### src/rtl/booth_mul_arbiter.sv
// Round-robin arbiter sharing one 4x4 signed Booth multiplier among NREQ requesters.
// Optional watchdog on the multiplier response is enabled by defining BOOTH_ARB_TIMEOUT_EN.
module booth_mul_arbiter #(
    parameter int NREQ    = 4,
    parameter int TMO_CYC = 16
) (
    input  logic                     clk,
    input  logic                     rst,
    input  logic [NREQ-1:0]          req,
    input  logic [4*NREQ-1:0]        req_x,
    input  logic [4*NREQ-1:0]        req_y,
    output logic                     mul_start,
    output logic signed [3:0]        mul_x,
    output logic signed [3:0]        mul_y,
    input  logic                     mul_valid,
    input  logic signed [7:0]        mul_z,
    output logic [NREQ-1:0]          done,
    output logic signed [7:0]        res_z,
    output logic [$clog2(NREQ)-1:0]  gnt_id,
    output logic                     busy,
    output logic                     err
);

    localparam int PTR_W = $clog2(NREQ);

    if (NREQ < 2 || NREQ > 8 || TMO_CYC < 1) begin : g_bad_param
        $error("booth_mul_arbiter: NREQ must be 2..8 and TMO_CYC >= 1");
    end

    typedef enum logic [1:0] {S_IDLE, S_ISSUE, S_WAIT, S_DONE} state_t;

    state_t                r_state;
    logic [PTR_W-1:0]      r_ptr;
    logic [PTR_W-1:0]      r_gnt;
    logic                  r_start;
    logic                  r_busy;
    logic signed [3:0]     r_x;
    logic signed [3:0]     r_y;
    logic [NREQ-1:0]       r_done;
    logic signed [7:0]     r_z;

    logic                  w_found;
    logic [PTR_W-1:0]      w_gnt;
    logic [PTR_W-1:0]      w_idx;
    logic [PTR_W:0]        w_sum;
    logic [PTR_W-1:0]      w_ptr_nxt;
    logic [3:0]            w_x;
    logic [3:0]            w_y;
    logic [NREQ-1:0]       w_onehot;

    // Scan from ptr upward, wrapping at NREQ, and take the first active request.
    always_comb begin
        w_found = 1'b0;
        w_gnt   = '0;
        w_sum   = '0;
        w_idx   = '0;
        for (int k = 0; k < NREQ; k++) begin
            w_sum = {1'b0, r_ptr} + (PTR_W+1)'(k);
            if (w_sum >= (PTR_W+1)'(NREQ))
                w_sum = w_sum - (PTR_W+1)'(NREQ);
            w_idx = w_sum[PTR_W-1:0];
            if (!w_found && req[w_idx]) begin
                w_found = 1'b1;
                w_gnt   = w_idx;
            end
        end
    end

    assign w_ptr_nxt = (w_gnt == PTR_W'(NREQ-1)) ? '0 : w_gnt + 1'b1;
    assign w_x       = req_x[{w_gnt, 2'b00} +: 4];
    assign w_y       = req_y[{w_gnt, 2'b00} +: 4];
    assign w_onehot  = {{(NREQ-1){1'b0}}, 1'b1} << r_gnt;

`ifdef BOOTH_ARB_TIMEOUT_EN
    localparam int TMO_W = $clog2(TMO_CYC + 1);
    logic [TMO_W-1:0] r_tmo;
    logic             r_err;
    assign err = r_err;
`else
    assign err = 1'b0;
`endif

    always_ff @(posedge clk or negedge rst) begin
        if (!rst) begin
            r_state <= S_IDLE;
            r_ptr   <= '0;
            r_gnt   <= '0;
            r_start <= 1'b0;
            r_busy  <= 1'b0;
            r_x     <= '0;
            r_y     <= '0;
            r_done  <= '0;
            r_z     <= '0;
`ifdef BOOTH_ARB_TIMEOUT_EN
            r_tmo   <= '0;
            r_err   <= 1'b0;
`endif
        end else begin
            case (r_state)
                S_IDLE: begin
                    if (w_found) begin
                        r_x     <= w_x;
                        r_y     <= w_y;
                        r_gnt   <= w_gnt;
                        r_ptr   <= w_ptr_nxt;
                        r_start <= 1'b1;
                        r_busy  <= 1'b1;
                        r_state <= S_ISSUE;
                    end
                end
                S_ISSUE: begin
                    r_start <= 1'b0;
                    r_state <= S_WAIT;
`ifdef BOOTH_ARB_TIMEOUT_EN
                    r_tmo   <= '0;
`endif
                end
                S_WAIT: begin
                    if (mul_valid) begin
                        r_z     <= mul_z;
                        r_done  <= w_onehot;
                        r_state <= S_DONE;
                    end
`ifdef BOOTH_ARB_TIMEOUT_EN
                    // Silent multiplier: release the requester with a zero result and flag it.
                    else if (r_tmo == TMO_W'(TMO_CYC - 1)) begin
                        r_z     <= '0;
                        r_done  <= w_onehot;
                        r_err   <= 1'b1;
                        r_state <= S_DONE;
                    end else begin
                        r_tmo   <= r_tmo + 1'b1;
                    end
`endif
                end
                S_DONE: begin
                    r_done  <= '0;
                    r_busy  <= 1'b0;
                    r_state <= S_IDLE;
`ifdef BOOTH_ARB_TIMEOUT_EN
                    r_err   <= 1'b0;
`endif
                end
                default: r_state <= S_IDLE;
            endcase
        end
    end

    assign mul_start = r_start;
    assign mul_x     = r_x;
    assign mul_y     = r_y;
    assign done      = r_done;
    assign res_z     = r_z;
    assign gnt_id    = r_gnt;
    assign busy      = r_busy;

endmodule

### config.mk
export PLATFORM = sky130hd
export DESIGN_NAME = booth_mul_arbiter
export DESIGN_NICKNAME = d
export VERILOG_FILES = /design/src/rtl/booth_mul_arbiter.sv
export SDC_FILE = /design/constraint.sdc
export NUM_CORES = 1
export LEC_CHECK = 0
export CAP_MARGIN = 40
export CELL_PAD_IN_SITES_DETAIL_PLACEMENT = 0
export CELL_PAD_IN_SITES_GLOBAL_PLACEMENT = 1
export CORE_MARGIN = 2
export CORE_UTILIZATION = 29
export CTS_CLUSTER_SIZE = 40
export DETAILED_ROUTE_END_ITERATION = 10
export GPL_TIMING_DRIVEN = 0
export PLACE_DENSITY_LB_ADDON = 0.15
export SYNTH_ARGS = -nofsm -noshare
export SYNTH_HDL_FRONTEND = slang
export SYNTH_SLANG_ARGS = --single-unit
### constraint.sdc
create_clock -name clk -period 1.85 [get_ports clk]
set_clock_uncertainty 0.05 [all_clocks]
set_input_delay 0.185 -clock clk [delete_from_list [all_inputs] [get_ports clk]]
set_output_delay 0.185 -clock clk [all_outputs]
set_load 0.02 [all_outputs]
; Word-level counts from Yosys, hierarchy flattened
; Cells that the tools add are included.
[word_totals]
in_bits = 47
out_inout_bits = 25
wordCells = 79
ff_bits = 28
[op_classes]
eq_ne = 6
n_reduce_logical = 16
shifts = 3
addsub = 8
n_lt_le_gt_ge = 8
n_mux = 29
[op_table]
columns = operator, count
row1 = $shiftx A16 B5 Y4, 2
row2 = $mux W2, 11
row3 = $lt A2 B3 Y1 const B, 4
row4 = $reduce_and A2 Y1, 6
row5 = $ge A3 B3 Y1 const B, 3
row6 = $mux W1, 9
row7 = $bmux W1 S2, 4
row8 = $pmux W2 S4, 1
row9 = $pmux W4 S2, 1
row10 = $sub A2 B1 Y2 const B, 4
row11 = $add A2 B2 Y3 const B, 2
row12 = $eq A2 B2 Y1 const B, 3
row13 = $reduce_bool A2 Y1, 3
row14 = $mux W4, 1
row15 = $ne A2 B2 Y1 const B, 2
row16 = $pmux W1 S2, 2
row17 = $shl A1 B2 Y4 const A, 1
row18 = $add A2 B1 Y3 const B, 1
row19 = $ge A2 B3 Y1 const B, 1
row20 = $logic_and A1 B1 Y1, 3
row21 = $logic_not A1 Y1, 3
row22 = $add A2 B1 Y2 const B, 1
row23 = $eq A2 B1 Y1 const B, 1
row24 = $logic_not A2 Y1, 1

; Depth between registers and ports, before layout
; Gate-level depths: netlist (run 1).
[depth]
ltp_word = 16
ltp_mapped = 7
mapped_depth_nobuf = 7

; Worst setup path before layout (run 1)
; No wires, ideal clock.
[synth_timing]
kind = register to register
from = register r_ptr[1]
to = register r_x[0], in the netlist mul_x[0]
path_stages_with_launch = 8
arrival_ns = 1.552
path_buffers = 2
synth_period_minus_slack_ns = 1.740
slack_ns = 0.110
setup_ns = 0.138
required_time_ns = 1.662
path_cell_list = dfrtp_1 mux2i_1 o22a_1 buf_6 and2_4 buf_8 a2111oi_4 a211oi_1
[synth_between]
elab_chain_cells = 15
elab_cells_between_ends = 39
cone_classes = 7 x add/sub / 4 x order compare / 1 x shift / 20 x mux / 7 x reduce/logical
[synth_rtl]
columns = item, line_no
row1 = from (decl), 33  ; logic [PTR_W-1:0] r_ptr;
row2 = from (signal assigned), 105  ; r_ptr <= w_ptr_nxt;
row3 = "parallel branches: the longest is 15 deep, another holds $add A2 B1 Y3", -
row4 = to (signal assigned), 102  ; r_x <= w_x;
row5 = to (decl), 37  ; logic signed [3:0] r_x;
; Several ways; the timed one is not identified. The select of a mux whose other input is x is not followed.
; A chain may end at the register's enable or synchronous reset.

; Worst setup path in the final report (run 1)
[layout_timing]
from = input port req[0]
to = register r_x[2], in the netlist mul_x[2]
[layout_between]
elab_chain_cells = 13
elab_cells_between_ends = 24
cone_classes = 1 x shift / 16 x mux / 7 x reduce/logical
[layout_rtl]
columns = item, line_no
row1 = from (decl), 9  ; input logic [NREQ-1:0] req,
row2 = $bmux W1 S2, 62  ; if (!w_found && req[w_idx]) begin
row3 = $mux W1 (not written as such), 62
row4 = $mux W1, 62
row5 = $logic_not A1 Y1, 62
row6 = $logic_and A1 B1 Y1, 62
row7 = $mux W1, 62
row8 = $logic_not A1 Y1, 62
row9 = $logic_and A1 B1 Y1, 62
row10 = $mux W1, 62
row11 = $logic_not A1 Y1, 62
row12 = $logic_and A1 B1 Y1, 62
row13 = $mux W2 / $mux W1 (equally long branches), 62
row14 = $shiftx A16 B5 Y4 / $reduce_and A2 Y1 (equally long branches), -
; Several ways; a longest one is shown, not always the timed one. The select of a mux whose other input is x is not followed.

==> results of run 1 <==
worst max-delay path, stage by stage:
cell and delay [ps]:
clkdlybuf4s50_1 590, mux2i_2 120, o22a_1 220, buf_6 140, and2_4 210, a2111oi_4 400
a211oi_2 80
per-layer routing:
layer	part of all wire	wire length [µm]
met5	0	0
met1	0.43	1953
met3	0.048	217
met2	0.52	2349
met4	0.0064	29
what timing repair did:
action,4_1_cts,5_1_grt
pin swaps,5,5
setup buffers,1,2
endpoints found under the setup margin,10,22
resized for setup,4,9
kinds of logic (layout without fill, tap and decap cells):
family | after synthesis | after routing | synth area share
fa+ha+maj | 5 | 5 | 0.03693
other cells | 1 | 1 | 0.002214
flops | 28 | 28 | 0.4136
compound gates | 48 | 48 | 0.2843
xor+xnor | 1 | 1 | 0.005171
mux | 17 | 17 | 0.1064
simple gates | 38 | 38 | 0.1071
buf+inv | 12 | 88 | 0.04431
report_power, final:
part / internal [µW] / leakage, µW / switching [µW]
Clock: 290 / 0.0000357 / 200
Sequential: 913 / 0.000331 / 212
Combinational: 1100 / 0.000640 / 1210
cell type report:
cell class | count | area (µm²) | share of cell area
Inverter | 4 | 15.01 | 0.005739
Multi-Input combinational cell | 110 | 953.4 | 0.3644
Tap cell | 72 | 90.09 | 0.03443
Timing Repair Buffer | 74 | 738.2 | 0.2822
Clock inverter | 1 | 30.03 | 0.01148
Sequential cell | 28 | 701.9 | 0.2683
Clock buffer | 3 | 41.29 | 0.01578
Buffer | 6 | 46.29 | 0.01769
final timing paths:
path,startpoint,endpoint,cells after the start
max in group asynchronous,rst,res_z[4],2
worst min-delay path,rst,r_state[1],1
worst max register to register,r_ptr[1],mul_x[2],6
min in group clk,mul_z[5],res_z[5],2
worst min register to register,res_z[4],res_z[4],1
worst max-delay path,req[0],mul_x[2],7
stage by stage:
stage	power [µW]	hold WS (ps)	setup TNS [ps]	instance area (µm²)	utilization
after floorplan	2491	-160.6	0	1694	-
after global placement	3311	439.5	-3629	2485	0.4458
after detailed placement	3382	443.7	-3834	2500	0.4485
after CTS	3895	256.7	0	2580	0.4629
after global routing	4197	270.8	-446.8	2616	0.4694
final	3925	231.8	0	2616	0.4694
state kept, by name, summed over array words and instances, names as in the netlist:
name	flops
res_z	8
done	4
mul_x	4
mul_y	4
gnt_id	2
r_ptr	2
r_state	2
busy	1
mul_start	1
layout by cell type, fill, tap and decap left out, drive strengths merged, types with 3 or more instances in the layout:
cell / n
and2: 3
a2111oi: 8
mux2i: 9
mux2: 8
a211oi: 8
a21oi: 7
clkdlybuf4s50: 70
o21ai: 9
nor2: 14
a21boi: 8
ha: 5
inv: 4
clkbuf: 4
dfrtp: 28
buf: 9
nand2: 12
==> results.md, run 1 <==
- VDD IR-drop max: 0.6694 mV
- Fin. Hold Viols: 0
- Setup violations, final: 0
- Die H: 80.43 µm
- Critical path fanouts, max: 10
- Vias in the first global route: 1,433
- Global routing usage on met3: 0.02921
- Vias: 1,426
- Flop-to-flop setup slack: 9 ps
- Worst Setup Path Type: input pin to flop
- H-Tree Level Count: 1
- Post-Layout Cell Count: 298
- Final min period: 1841 ps
- CTS buffer count: 3
- DR iter-0 viols: 61
- Number of filler cells placed in the layout: 531
- Grt ovf: 0
- Top Ports: 72
- DRT antenna net count: 0
- Synth Cell Area: 0.001694 mm²
- Async SR Flop Fraction: 1.000
- Post-Synthesis Cells: 150
- Worst-path clk slew: 100 ps
- Cell with the most instances after synthesis: dfrtp_1
- Final WS setup: 9.269 ps
- Post-DP HPWL: 3504 µm
- RSZ-0062 raised after global routing: yes
- Pwr dens: 1500 mW/mm²
- Root Buffer: clkbuf_8
- Final-report max-slew violation count: 0
- Most used DFF post-synth: dfrtp_1
- Num Clock Sinks: 28
- Global-route wire length before repair: 7141 µm
- Worst-Skew Late Latency: 280 ps
- DR pass1 iterations: 4
- Area grow syn2layout: 54.43%
- Placer's final routability congestion estimate: 0.7528
- Status: complete, no violations
- Commonest cells post-synth: dfrtp_1, nor2_1, nand2_1, mux2i_1, o21ai_0
- Number of synthesized flops with an enable pin: 0
- Flops & latches, synth: 28
- Most Crowded Layer GR: met2
- Nets: 279
- Max-Slew Margin vs Limit: 0.5880
- Post-Syn Area per Cell: 11.29 µm²
- Detailed-route DRC error count: 0
- Final wirelength: 4550 µm
- Max Freq: 543.3 MHz
- Share of the synthesized area in the top cell type: 0.4136
- Top cells by area, synth: dfrtp_1, a2111oi_4, mux2i_1
- I/O Buffers: 70
- GR Util All Layers: 0.1433
- Clock Path Buffers: 2
- DIE AREA: 0.006469 mm²
- Fraction of layout cells with a size suffix above 1: 0.1726
- Largest net degree at the start of global routing: 17
- Core Region: 0.005574 mm²
- Sequential fraction of the synthesis area: 0.4136
- Dpl ws: -387.8 ps
- Placed Cells: 293
- Leak pwr: 0.001007 µW
- Starting Density: 0.3039
- Yosys warns: 0
- Rows: 27
- Synthesized net count: 202
- Hold Path Class: input pin to async pin
- Max-Cap Viols: 0
- Post-DR wirelength/cell: 15.27 µm
- TritonCTS clock tree: done
- Tightest Pin Transition: 616.1 ps
- Unique cell type count in the Yosys netlist: 35
- CP Capture Type: flop
- Post-synth top area cell: dfrtp_1
- Die Wd: 80.43 µm
- Antenna violations before repair: 0
- Crit share post-route: 0.9950
- Hold buffers post-CTS: 0
- Critical path arrival: 1950 ps
- Ant. Diodes: 0
- Met2 Use GR: 0.2500
- Met1 usage: 0.1821
- CP required: 1960 ps
- Vias per cell: 4.785
- Crit start category: input pin
No activity file was read; power rests on OpenSTA's default activity.
==> run 2: changes to the inputs <==
--- a/config.mk
+++ b/config.mk
@@ -9,8 +9,8 @@
 export CELL_PAD_IN_SITES_DETAIL_PLACEMENT = 0
 export CELL_PAD_IN_SITES_GLOBAL_PLACEMENT = 1
 export CORE_MARGIN = 2
-export CORE_UTILIZATION = 29
-export CTS_CLUSTER_SIZE = 40
+export CORE_UTILIZATION = 34
+export CTS_CLUSTER_SIZE = 8
 export DETAILED_ROUTE_END_ITERATION = 10
 export GPL_TIMING_DRIVEN = 0
 export PLACE_DENSITY_LB_ADDON = 0.15
==> constraint.sdc (replaced) <==
create_clock -name clk -period 2.21 [get_ports clk]
set_clock_uncertainty 0.05 [all_clocks]
set_input_delay 0.221 -clock clk [delete_from_list [all_inputs] [get_ports clk]]
set_output_delay 0.221 -clock clk [all_outputs]
set_load 0.02 [all_outputs]
==> results.md, run 2 (synthesis results as in run 1) <==
- Status: complete, no violations (unchanged)
- TritonCTS clock tree: done (unchanged)
- Critical path buffer and inverter count: 2 (unchanged)
- CP delay by family, top: simple AND/OR/NAND/NOR gates (was buffers and inverters)
- PostCTS Resize Cnt: 0 (was 4)
- Max reg flops: 8 (unchanged)
- Post-layout util: 0.5421 (was 0.4694)
- Hold Path Class: input pin to async pin (unchanged)
- Detailed-route DRC error count: 0 (unchanged)
- Flop-to-flop setup slack: 260 ps (was 9 ps)
- Slowest cell on the critical path: clkdlybuf4s50_1 (unchanged)
- VDD IR-drop max: 0.6068 mV (was 0.6694 mV)
- Critical path arrival: 2110 ps (was 1950 ps)
- Hold buffers post-CTS: 0 (unchanged)
- Die H: 74.59 µm (was 80.43 µm)
- Setup violations, final: 0 (unchanged)
- Final-report max-slew violation count: 0 (unchanged)
- Reg2reg path depth: 6 (unchanged)
- CP cell instances: clkdlybuf4s50_1 -> nor4_1 -> or2b_2 -> buf_4 -> a2111oi_4 -> a211oi_1 (was clkdlybuf4s50_1 -> mux2i_2 -> o22a_1 -> buf_6 -> and2_4 -> a2111oi_4 -> a211oi_2)
- H-Tree Level Count: 1 (unchanged)
- Setup crit start: req[1] (was req[0])
- Number of filler cells placed in the layout: 441 (was 531)
- DR pass1 iterations: 4 (unchanged)
- RSZ-0062 raised after global routing: no (was yes)
- Fin Hold WS: 283.7 ps (was 231.8 ps)
- I/O Buffers: 70 (unchanged)
- Reg area: 700.7 µm² (was 701.9 µm²)
- Max-Cap Viols: 0 (unchanged)
- Vias per cell: 4.908 (was 4.785)
- Pwr dens: 1247 mW/mm² (was 1500 mW/mm²)
- Leak pwr: 0.0009988 µW (was 0.001007 µW)
- Root Buffer: clkbuf_8 (unchanged)
- Post-DP HPWL: 3456 µm (was 3504 µm)
- Die Wd: 74.59 µm (was 80.43 µm)
- Fin. Hold Viols: 0 (unchanged)
- Most common cell after layout, fill and taps aside: clkdlybuf4s50_1 (unchanged)
- DIE AREA: 0.005564 mm² (was 0.006469 mm²)
- Top Ports: 72 (unchanged)
- Clock Path Buffers: 2 (unchanged)
- Crit start category: input pin (unchanged)
- Post-Layout Cell Count: 292 (was 298)
- Vias: 1,433 (was 1,426)
- DR iter-0 viols: 41 (was 61)
- Tightest Pin Transition: 645.1 ps (was 616.1 ps)
- Commonest non-fill, non-tap cells in the layout: clkdlybuf4s50_1, dfrtp_1, nor2_1 (unchanged)
- Rows: 25 (was 27)
- Fraction of layout cells with a size suffix above 1: 0.1289 (was 0.1726)
- Area of the multi-input gates: 918.4 µm² (was 953.4 µm²)
- Setup bufs post-CTS: 0 (was 1)
- Ant. Diodes: 0 (unchanged)
- Starting Density: 0.3563 (was 0.3039)
- Vias in the first global route: 1,460 (was 1,433)
- Antenna violations before repair: 0 (unchanged)
- FF-to-FF Start: r_ptr[1] (unchanged)
- Placed Cells: 288 (was 293)
- Crit share post-route: 0.8987
- Final min period: 1986 ps
- Worst-Skew Late Latency: 280 ps (about the same)
- Placer's final routability congestion estimate: 0.7816 (was 0.7528)
- Max incr delay on CP: 490 ps (was 590 ps)
- Global-route wire length before repair: 6955 µm (was 7141 µm)
- Post-DR wirelength/cell: 14.92 µm (was 15.27 µm)
- CP required: 2330 ps (was 1960 ps)
- DRT antenna net count: 0 (unchanged)
- Core Region: 0.004755 mm² (was 0.005574 mm²)
- Grt ovf: 0 (unchanged)
- Worst-path clk slew: 100 ps (about the same)
- Area grow syn2layout: 52.14% (was 54.43%)
- Worst Setup Path Type: input pin to flop (unchanged)
- Largest net degree at the start of global routing: 18 (was 17)
- Critical path fanouts, max: 10 (unchanged)
- Final wirelength: 4356 µm (was 4550 µm)
- Max Freq: 503.5 MHz
- Num Clock Sinks: 28 (unchanged)
- GR Util All Layers: 0.1651 (was 0.1433)
- R2R Path End: mul_y[1] (was mul_x[2])
- Max-Slew Margin vs Limit: 0.5686 (was 0.5880)
- CTS buffer count: 3 (unchanged)
- Nets: 278 (was 279)
- CP Capture Type: flop (unchanged)
run 2: changes by cell type in the layout (fill, tap and decap cells not counted), sizes merged:
| cell | change |
|---|---|
| clkbuf | +1 |
| buf | -2 |
run 2: layout make-up:
class	instances	area share
plain buffers	8	0.02330
clock buffers	3	0.01602
clock inverters	1	0.01165
inverters	4	0.005825
multi-input cells	110	0.3563
flip-flops and latches	28	0.2718
well taps	67	0.03252
repair buffers	71	0.2825
run 2: power breakdown:
part	internal, µW	switching, µW
clock	243	163
combinational	880	988
sequential	763	177
total	1890	1330
run 2: worst max-delay path by stage:
stage | end | slack, ps | depth (start not counted)
global placement | mul_x[1] | -10 | 6
finish | mul_x[0] | 220 | 6
detailed placement | mul_x[0] | -50 | 6
global route | mul_x[0] | 50 | 6
CTS | mul_x[0] | 230 | 6
floorplan | mul_x[0] | 470 | 7
run 2: worst reg2reg max path, cell delays in order (launching register included):
cell and delay (ps):
dfrtp_1 460, nand2b_1 200, a21o_1 290, and2_4 200, buf_8 150, a2111oi_4 360, a211oi_1 100
run 2: per-stage QoR:
stage	instance area, µm²	worst slack [ps]	TNS [ps]	power (µW)
4_1_cts	2577	227.1	0	3260
5_1_grt	2577	52.70	0	3458
3_5_place_dp	2506	-45.85	-106.2	2835
3_3_place_gp	2479	-14.36	-29.95	2762
2_1_floorplan	1694	470.0	0	2085
6_report	2577	223.8	0	3214
run 2: layer usage:
| metal | share of wire | vias to the layer above | global-route usage |
|---|---|---|---|
| met5 | 0 | - | 0 |
| met4 | 0.0053 | 0 | 0.03968 |
| met3 | 0.055 | 2 | 0.03388 |
| met2 | 0.51 | 44 | 0.2930 |
| met1 | 0.43 | 692 | 0.2052 |
| li1 | - | 695 | - |
